[config.mk]
export PLATFORM = sky130hd
export DESIGN_NAME = autosa_acc_shift_feed_flat
export DESIGN_NICKNAME = d
export VERILOG_FILES = /design/src/rtl/autosa_acc_shift_feed_pkg.sv /design/src/rtl/autosa_acc_shift_feed_if.sv /design/src/rtl/autosa_sat_add.sv /design/src/rtl/autosa_acc_shift_feed.sv /design/src/flat_wrapper.sv
export SDC_FILE = /design/constraint.sdc
export NUM_CORES = 1
export LEC_CHECK = 0
export CORE_MARGIN = 2
export CORE_UTILIZATION = 57
export DETAILED_ROUTE_END_ITERATION = 8
export PLACE_DENSITY = 0.81
export SLEW_MARGIN = 20
export SYNTH_ARGS = -nofsm -noshare
export SYNTH_HDL_FRONTEND = slang
export SYNTH_SLANG_ARGS = --single-unit
[constraint.sdc]
create_clock -name autosa_core_clk -period 5.12 [get_ports autosa_core_clk]
set_clock_uncertainty 0.05 [all_clocks]
set_input_delay 1.024 -clock autosa_core_clk [delete_from_list [all_inputs] [get_ports autosa_core_clk]]
set_output_delay 1.024 -clock autosa_core_clk [all_outputs]
set_load 0.005 [all_outputs]
[src/rtl/autosa_acc_shift_feed_pkg.sv]
// autosa_acc_shift_feed_pkg: shared widths, clamp limits, feeder state and result record
package autosa_acc_shift_feed_pkg;

    localparam int AUTOSA_ACC_WIDTH   = 49;
    localparam int AUTOSA_SHIFT_WIDTH = 6;
    localparam int AUTOSA_PROD_WIDTH  = 34;
    localparam int AUTOSA_CNT_WIDTH   = 16;

    localparam logic signed [AUTOSA_ACC_WIDTH-1:0] AUTOSA_ACC_MAX = {1'b0, {(AUTOSA_ACC_WIDTH-1){1'b1}}};
    localparam logic signed [AUTOSA_ACC_WIDTH-1:0] AUTOSA_ACC_MIN = {1'b1, {(AUTOSA_ACC_WIDTH-1){1'b0}}};

    typedef enum logic {
        S_IDLE,
        S_ACC
    } feed_state_e;

    typedef struct packed {
        logic signed [AUTOSA_ACC_WIDTH-1:0]   data;
        logic signed [AUTOSA_SHIFT_WIDTH-1:0] shift;
        logic                                 sat;
        logic [AUTOSA_CNT_WIDTH-1:0]          cnt;
    } autosa_result_t;

endpackage

[src/rtl/autosa_acc_shift_feed_if.sv]
// autosa_acc_shift_feed_if: product beat input and accumulated result output channels
interface autosa_acc_shift_feed_if
    import autosa_acc_shift_feed_pkg::*;
#(
    parameter int PROD_WIDTH  = AUTOSA_PROD_WIDTH,
    parameter int ACC_WIDTH   = AUTOSA_ACC_WIDTH,
    parameter int SHIFT_WIDTH = AUTOSA_SHIFT_WIDTH,
    parameter int CNT_WIDTH   = AUTOSA_CNT_WIDTH
);
    logic                          in_pvld;
    logic                          in_prdy;
    logic signed [PROD_WIDTH-1:0]  in_prod;
    logic                          in_last;
    logic signed [SHIFT_WIDTH-1:0] in_shift;
    logic                          out_pvld;
    logic                          out_prdy;
    logic signed [ACC_WIDTH-1:0]   out_data;
    logic signed [SHIFT_WIDTH-1:0] out_shift;
    logic                          out_sat;
    logic [CNT_WIDTH-1:0]          out_cnt;

    modport master (
        output in_pvld, in_prod, in_last, in_shift, out_prdy,
        input  in_prdy, out_pvld, out_data, out_shift, out_sat, out_cnt
    );

    modport slave (
        input  in_pvld, in_prod, in_last, in_shift, out_prdy,
        output in_prdy, out_pvld, out_data, out_shift, out_sat, out_cnt
    );
endinterface

[src/rtl/autosa_sat_add.sv]
// autosa_sat_add: one-bit-wider signed add of a product into the accumulator, clamped to the accumulator range
module autosa_sat_add
    import autosa_acc_shift_feed_pkg::*;
#(
    parameter int ACC_WIDTH  = AUTOSA_ACC_WIDTH,
    parameter int PROD_WIDTH = AUTOSA_PROD_WIDTH
) (
    input  logic signed [ACC_WIDTH-1:0]  base,
    input  logic signed [PROD_WIDTH-1:0] prod,
    output logic signed [ACC_WIDTH-1:0]  sum,
    output logic                         sat
);
    logic [ACC_WIDTH:0] wide;

    // The extra bit holds the exact sum, so a top-two-bit disagreement is precisely an out-of-range result
    assign wide = {base[ACC_WIDTH-1], base} + {{(ACC_WIDTH+1-PROD_WIDTH){prod[PROD_WIDTH-1]}}, prod};
    assign sat  = wide[ACC_WIDTH] ^ wide[ACC_WIDTH-1];
    assign sum  = ~sat ? wide[ACC_WIDTH-1:0] :
                  wide[ACC_WIDTH] ? {1'b1, {(ACC_WIDTH-1){1'b0}}} : {1'b0, {(ACC_WIDTH-1){1'b1}}};
endmodule

[src/rtl/autosa_acc_shift_feed.sv]
// autosa_acc_shift_feed: accumulates last-terminated product groups and presents each clamped sum with its shift
module autosa_acc_shift_feed
    import autosa_acc_shift_feed_pkg::*;
#(
    parameter int PROD_WIDTH  = AUTOSA_PROD_WIDTH,
    parameter int ACC_WIDTH   = AUTOSA_ACC_WIDTH,
    parameter int SHIFT_WIDTH = AUTOSA_SHIFT_WIDTH,
    parameter int CNT_WIDTH   = AUTOSA_CNT_WIDTH
) (
    input logic autosa_core_clk,
    input logic autosa_core_rst,
    autosa_acc_shift_feed_if.slave bus
);
    feed_state_e                   state, state_next;
    logic                          first, fire, beat_sat, grp_sat, sat_acc;
    logic signed [ACC_WIDTH-1:0]   acc, base, sum;
    logic [CNT_WIDTH-1:0]          cnt_acc, cnt_next;
    logic signed [SHIFT_WIDTH-1:0] shift_acc, shift_cur;

    assign first       = state == S_IDLE;
    assign bus.in_prdy = ~bus.out_pvld | bus.out_prdy;
    assign fire        = bus.in_pvld & bus.in_prdy;
    assign base        = first ? '0 : acc;
    assign grp_sat     = (~first & sat_acc) | beat_sat;
    assign cnt_next    = first ? CNT_WIDTH'(1) : (&cnt_acc ? cnt_acc : cnt_acc + CNT_WIDTH'(1));
    assign shift_cur   = first ? bus.in_shift : shift_acc;

    autosa_sat_add #(
        .ACC_WIDTH  (ACC_WIDTH),
        .PROD_WIDTH (PROD_WIDTH)
    ) u_sat_add (
        .base (base),
        .prod (bus.in_prod),
        .sum  (sum),
        .sat  (beat_sat)
    );

    // An accepted last beat returns to idle so the next beat starts a fresh group
    always_comb begin
        state_next = state;
        if (fire) state_next = bus.in_last ? S_IDLE : S_ACC;
    end

    // Group state register
    always_ff @(posedge autosa_core_clk) begin
        if (autosa_core_rst) state <= S_IDLE;
        else state <= state_next;
    end

    // Running sum, sticky clamp, beat count and group shift for a group still in progress
    always_ff @(posedge autosa_core_clk) begin
        if (autosa_core_rst) begin
            acc       <= '0;
            sat_acc   <= 1'b0;
            cnt_acc   <= '0;
            shift_acc <= '0;
        end else if (fire & ~bus.in_last) begin
            acc       <= sum;
            sat_acc   <= grp_sat;
            cnt_acc   <= cnt_next;
            shift_acc <= shift_cur;
        end
    end

    // Result register: a last beat loads it even while draining, so groups flow back-to-back
    always_ff @(posedge autosa_core_clk) begin
        if (autosa_core_rst) begin
            bus.out_pvld  <= 1'b0;
            bus.out_data  <= '0;
            bus.out_shift <= '0;
            bus.out_sat   <= 1'b0;
            bus.out_cnt   <= '0;
        end else if (fire & bus.in_last) begin
            bus.out_pvld  <= 1'b1;
            bus.out_data  <= sum;
            bus.out_shift <= shift_cur;
            bus.out_sat   <= grp_sat;
            bus.out_cnt   <= cnt_next;
        end else if (bus.out_prdy) begin
            bus.out_pvld  <= 1'b0;
        end
    end
endmodule

[src/flat_wrapper.sv]
// flat-port wrapper written by rule: the top's interface ports become plain ports
module autosa_acc_shift_feed_flat import autosa_acc_shift_feed_pkg::*;
#(
    parameter int PROD_WIDTH  = AUTOSA_PROD_WIDTH,
    parameter int ACC_WIDTH   = AUTOSA_ACC_WIDTH,
    parameter int SHIFT_WIDTH = AUTOSA_SHIFT_WIDTH,
    parameter int CNT_WIDTH   = AUTOSA_CNT_WIDTH
)
  (autosa_core_clk, autosa_core_rst, bus_in_pvld, bus_in_prod, bus_in_last, bus_in_shift, bus_out_prdy, bus_in_prdy, bus_out_pvld, bus_out_data, bus_out_shift, bus_out_sat, bus_out_cnt);
  autosa_acc_shift_feed_if #(.PROD_WIDTH(PROD_WIDTH), .ACC_WIDTH(ACC_WIDTH), .SHIFT_WIDTH(SHIFT_WIDTH), .CNT_WIDTH(CNT_WIDTH)) bus_i ();
  input logic autosa_core_clk;
  input logic autosa_core_rst;
  input wire logic [$bits(bus_i.in_pvld)-1:0] bus_in_pvld;
  input wire logic [$bits(bus_i.in_prod)-1:0] bus_in_prod;
  input wire logic [$bits(bus_i.in_last)-1:0] bus_in_last;
  input wire logic [$bits(bus_i.in_shift)-1:0] bus_in_shift;
  input wire logic [$bits(bus_i.out_prdy)-1:0] bus_out_prdy;
  output wire logic [$bits(bus_i.in_prdy)-1:0] bus_in_prdy;
  output wire logic [$bits(bus_i.out_pvld)-1:0] bus_out_pvld;
  output wire logic [$bits(bus_i.out_data)-1:0] bus_out_data;
  output wire logic [$bits(bus_i.out_shift)-1:0] bus_out_shift;
  output wire logic [$bits(bus_i.out_sat)-1:0] bus_out_sat;
  output wire logic [$bits(bus_i.out_cnt)-1:0] bus_out_cnt;
  assign bus_i.in_pvld = bus_in_pvld;
  assign bus_i.in_prod = bus_in_prod;
  assign bus_i.in_last = bus_in_last;
  assign bus_i.in_shift = bus_in_shift;
  assign bus_i.out_prdy = bus_out_prdy;
  assign bus_in_prdy = bus_i.in_prdy;
  assign bus_out_pvld = bus_i.out_pvld;
  assign bus_out_data = bus_i.out_data;
  assign bus_out_shift = bus_i.out_shift;
  assign bus_out_sat = bus_i.out_sat;
  assign bus_out_cnt = bus_i.out_cnt;
  autosa_acc_shift_feed #(.PROD_WIDTH(PROD_WIDTH), .ACC_WIDTH(ACC_WIDTH), .SHIFT_WIDTH(SHIFT_WIDTH), .CNT_WIDTH(CNT_WIDTH)) u_core (.autosa_core_clk(autosa_core_clk), .autosa_core_rst(autosa_core_rst), .bus(bus_i));
endmodule
Yosys cells after proc, flatten, opt, wreduce, memory -nomap -nowiden:

Cells that the tools add are included.

* $add $sub $neg: 2
* mux-type cells: 9
* bitwise gates (word level): 9
* reductions and logical operators: 2

Operators by type and width (number)
* $mux W49: 3
* $add A49 B34 Y50: 1
* $mux W16: 2
* $add A16 B1 Y16 const B: 1
* $reduce_and A16 Y1: 1
* $mux W6: 1
* $and A1 B1 Y1: 4
* $mux W1: 3
* $not A1 Y1: 2
* $or A1 B1 Y1: 2
* $reduce_bool A2 Y1: 1
* $xor A1 B1 Y1: 1

* register bits: 146
* bits of input ports: 45
* output and inout bits: 74
* logic and storage cells: 32

Logic depth before layout (Yosys ltp):

* word-level depth: 5
* mapped depth: 18
* mapped depth without buffers: 14

Hierarchy:

A second synthesis with hierarchy kept.

* cell total of the unflattened synthesis: 1254
* area, all modules: 9417.8 µm²

Modules (own cells, without submodules)
* autosa_acc_shift_feed: times used 1, cells an instance 765, area an instance 6063.3 µm², sequential area each 2922.8 µm²
* autosa_sat_add: times used 1, cells an instance 489, area an instance 3354.5 µm², sequential area each 0.0 µm²

Worst setup path before layout:

Ideal clock, no wire load.

* kind: input -> register
* start point: input bus_in_prod[0]
* end point: register u_core.bus.out_data[25]
* library setup time: 0.086 ns
* data arrival time: 3.572 ns
* path slack: 1.413 ns
* stages: 13
* path buffers: 1
* path through: ha_1 -> inv_1 -> fa_1 -> nor2b_4 -> o2111a_1 -> o31a_1 -> or3_4 -> a21oi_2 -> a21oi_4 -> xnor2_4 -> buf_4 -> maj3_2 -> a211oi_1

* longest elaborated chain between the ends: 3

RTL lines
* start, declared: line flat_wrapper.sv:14 `input wire logic [$bits(bus_i.in_prod)-1:0] bus_in_prod;`
* $add A49 B34 Y50 *: line autosa_sat_add.sv:16 `assign wide = {base[ACC_WIDTH-1], base} + {{(ACC_WIDTH+1-PROD_WIDTH){prod[PROD_WIDTH-1]}}, prod};`
* $mux W49 or $xor A1 B1 Y1 (tied branches): line autosa_sat_add.sv:19, autosa_sat_add.sv:17
* $mux W49 *: line autosa_sat_add.sv:18 `assign sum = ~sat ? wide[ACC_WIDTH-1:0] :`
* end signal, assigned: line autosa_acc_shift_feed.sv:75 `bus.out_data <= sum;`
* end, declared: line autosa_acc_shift_feed_if.sv:29 `output in_prdy, out_pvld, out_data, out_shift, out_sat, out_cnt`

Every way passes the cells marked *; elsewhere a longest branch is shown, timed or not.
A chain may end at the register's enable or synchronous reset.

Worst setup path after layout:

* start point: input bus_in_prod[33]
* end point: register u_core.bus.out_data[36]

Same word-level chain as after synthesis.

==> flow_metrics.py <==
metrics = {
    "global_routing": {
        "grt_max_degree": 103,
        "antenna_found_initial": 0,
        "grt_pass1_vias": 8647,
        "grt_pass1_wl_um": 43400,
        "globalRouteTotalUtil_pct": 29.6,
        "overflow": 0,
    },
    "critical_path": {
        "worst-path-buf-inv": 4,
        "crit_required_ns": 5.40,
        "slowest_stage": "nor4_1",
        "critPathMaxStageDelay_ns": 0.69,
        "path_max_fanout": 33,
        "path_cells": "clkdlybuf4s50_1, buf_4, ha_1, inv_1, nor4_1, nand3_1, a21oi_2, o21bai_2, buf_12, maj3_1, a211oi_1",
        "worstSetupEndpointType": "register",
        "arrival_ns": 4.71,
        "critPathKind": "in2reg",
        "cp_top_family": "buffers and inverters",
        "cp-start-kind": "input port",
    },
    "synthesis": {
        "mappedNetlistArea_um2": 9710,
        "ys.warnings.count": 0,
        "syn_inst": 1222,
        "ys.flop_type": "dfxtp_1",
        "synthDistinctLibCells": 80,
        "synth_edf_count": 0,
        "synthArstFlopShare_pct": 0,
        "syn_nets": 1318,
        "synth_area_per_cell_um2": 7.95,
        "seq_area_frac_synth_pct": 30.1,
        "ys_ff_latch": 146,
    },
    "layout": {
        "num_antenna_cells": 0,
        "most-common-layout-cells": "149 x nor2_1, 145 x dfxtp_1, 117 x nand2_1, 117 x clkdlybuf4s50_1, 102 x a21oi_1",
        "fin_util_pct": 69.4,
        "mostFrequentLayoutCell": "nor2_1",
        "fin_nets": 1388,
        "area_growth_pct": 18.9,
        "multiInputGateArea_um2": 6290,
        "nFillCells": 1418,
        "layout-drive-gt1-share_pct": 8.89,
        "seq_area_um2": 2920,
    },
    "die": {
        "initial_utilization_pct": 58.4,
        "io_pins": 119,
        "coreArea_um2": 16600,
        "rows": 47,
        "die_x_um": 135,
        "die-height_um": 135,
        "design.die.area_um2": 18100,
    },
    "route": {
        "routed-via-count": 9386,
        "drt_wl_total_um": 26700,
        "wl_per_cell_um": 17.5,
        "drc": 0,
        "ant_nets": 0,
        "vias_per_cell": 6.15,
        "first_pass_iters": 6,
        "drt_iter0_markers": 788,
    },
    "pwr": {
        "powerDensity_nw_per_um2": 273,
        "fin_total_pwr_w": 0.00316,
        "ir_worst_vdd_mv": 0.263,
        "leakage_nw": 4.38,
    },
    "sta": {
        "period_minus_slack_ns": 4.43,
        "tns_ns": 0,
        "drv_slew": 0,
        "setup_violations": 0,
        "slew_headroom_pct": 27.7,
        "timing_hold_violations_final": 0,
        "min_period_over_period_pct": 86.5,
        "max_freq_mhz": 226,
        "rsz0062_at_grt": "no",
        "worst_slew_pin_slew_ns": 1.09,
    },
    "flow_run": {
        "drv_cap": 0,
    },
    "status": {
        "status": "finished clean",
    },
    "clocking": {
        "insertion_delay_ns": 0.44,
        "cts_buffers": 17,
        "cts_root_buf": "clkbuf_16",
        "cts.sinks": 146,
        "cts.clk_slew.worst_paths_ns": 0.06,
        "cts.hold.buffers_added": 0,
        "cts_tree": "yes",
        "clockBufferDepth": 2,
        "cts_setup_buffers": 0,
        "cts_max_level": 4,
        "ctsResizeCount": 0,
    },
    "min_path": {
        "hp-class": "reg2reg",
    },
    "placement": {
        "io_buffers": 118,
        "dp_hpwl_um": 19000,
        "gp_congestion": 1.00,
    },
}
==> state kept, by name, summed over array words and instances, names as in the netlist, 6 cells and up <==
signal / count
u_core.acc: 49
u_core.bus.out_data: 49
u_core.bus.out_shift: 6
u_core.bus.out_cnt: 16
u_core.shift_acc: 6
u_core.cnt_acc: 16
==> cells by family (layout without fill, tap and decap cells) <==
| family | Yosys count | in the layout | share of synthesized area [%] |
|---|---|---|---|
| AOI/OAI and AO/OA | 367 | 367 | 25.9 |
| xor gates and xnor gates | 49 | 49 | 4.80 |
| adders and majority gates | 85 | 85 | 10.5 |
| buffers and inverters | 117 | 200 | 5.31 |
| DFF | 146 | 146 | 30.1 |
| muxes | 12 | 12 | 1.38 |
| and+or+nand+nor | 446 | 446 | 22.0 |
==> stage by stage <==
| step | hold WS (ns) | cells | cell area (µm²) | setup slack, ns |
|---|---|---|---|---|
| after floorplan | 0.398 | 1222 | 9710 | 1.41 |
| final | 0.403 | 1525 | 11500 | 0.690 |
| after global routing | 0.425 | 1525 | 11500 | 0.516 |
| after detailed placement | 0.396 | 1493 | 11000 | 0.380 |
| after CTS | 0.404 | 1525 | 11500 | 0.820 |
| after global placement | 0.390 | 1493 | 11000 | 0.454 |
==> cell type report <==
class	instances	share of cell area, %
inverters	32	1.04
clock inverters	13	1.29
repair buffers	136	11.7
flip-flops and latches	146	25.3
clock buffers	19	3.83
well taps	220	2.38
multi-input cells	959	54.4
==> Yosys cell counts (13+ instances only) <==
cell      count  share of area [%]
a211oi_1     80                6.2
a21o_1       25                1.9
a21oi_1     102                5.3
and2_1       45                2.9
buf_2        13               0.67
clkbuf_1     59                2.3
dfxtp_1     146                 30
ha_1         50                6.4
inv_1        32                1.2
maj3_2       29                3.4
nand2_1     117                4.5
nand3_1      23                1.2
nand4_1      19                1.2
nor2_1      150                5.8
nor3_1       22                1.1
o21ai_0      41                2.1
o21ai_1      14               0.72
xnor2_1      27                2.4
xor2_1       20                1.8
==> where the power goes <==
group	leakage [nW]	switching, W	total [W]	internal [W]
clock network	0.287	0.000529	0.00127	0.000739
logic	2.90	0.000366	0.000650	0.000284
registers	1.20	0.0000373	0.00124	0.00120
==> worst min-delay path, delay by kind of cell (launching register included) <==
kind | cells | cell delay [ns]
AO/OA/AOI/OAI | 1 | 0.05
flip-flops | 1 | 0.31
AND/OR/NAND/NOR | 1 | 0.05
==> routing by layer <==
| layer | vias to the layer above | global-route usage [%] | share of wire [%] |
|---|---|---|---|
| met5 | - | 0 | 0 |
| met4 | 0 | 9.01 | 2.3 |
| met3 | 50 | 4.58 | 6.4 |
| met2 | 360 | 48.2 | 46 |
| met1 | 4414 | 40.7 | 45 |
| li1 | 4562 | - | - |
==> final timing paths <==
kind | from | to | slack [ns] | cells past startpoint
max | bus_in_prod[33] | u_core.bus.out_data[36] | 0.69 | 11
max reg2reg | u_core.state | u_core.bus.out_data[29] | 1.03 | 12
min reg2reg | u_core.bus.out_cnt[2] | u_core.bus.out_cnt[2] | 0.40 | 2
min | u_core.bus.out_cnt[2] | u_core.bus.out_cnt[2] | 0.40 | 2
Power figures use the tool's default switching activity.
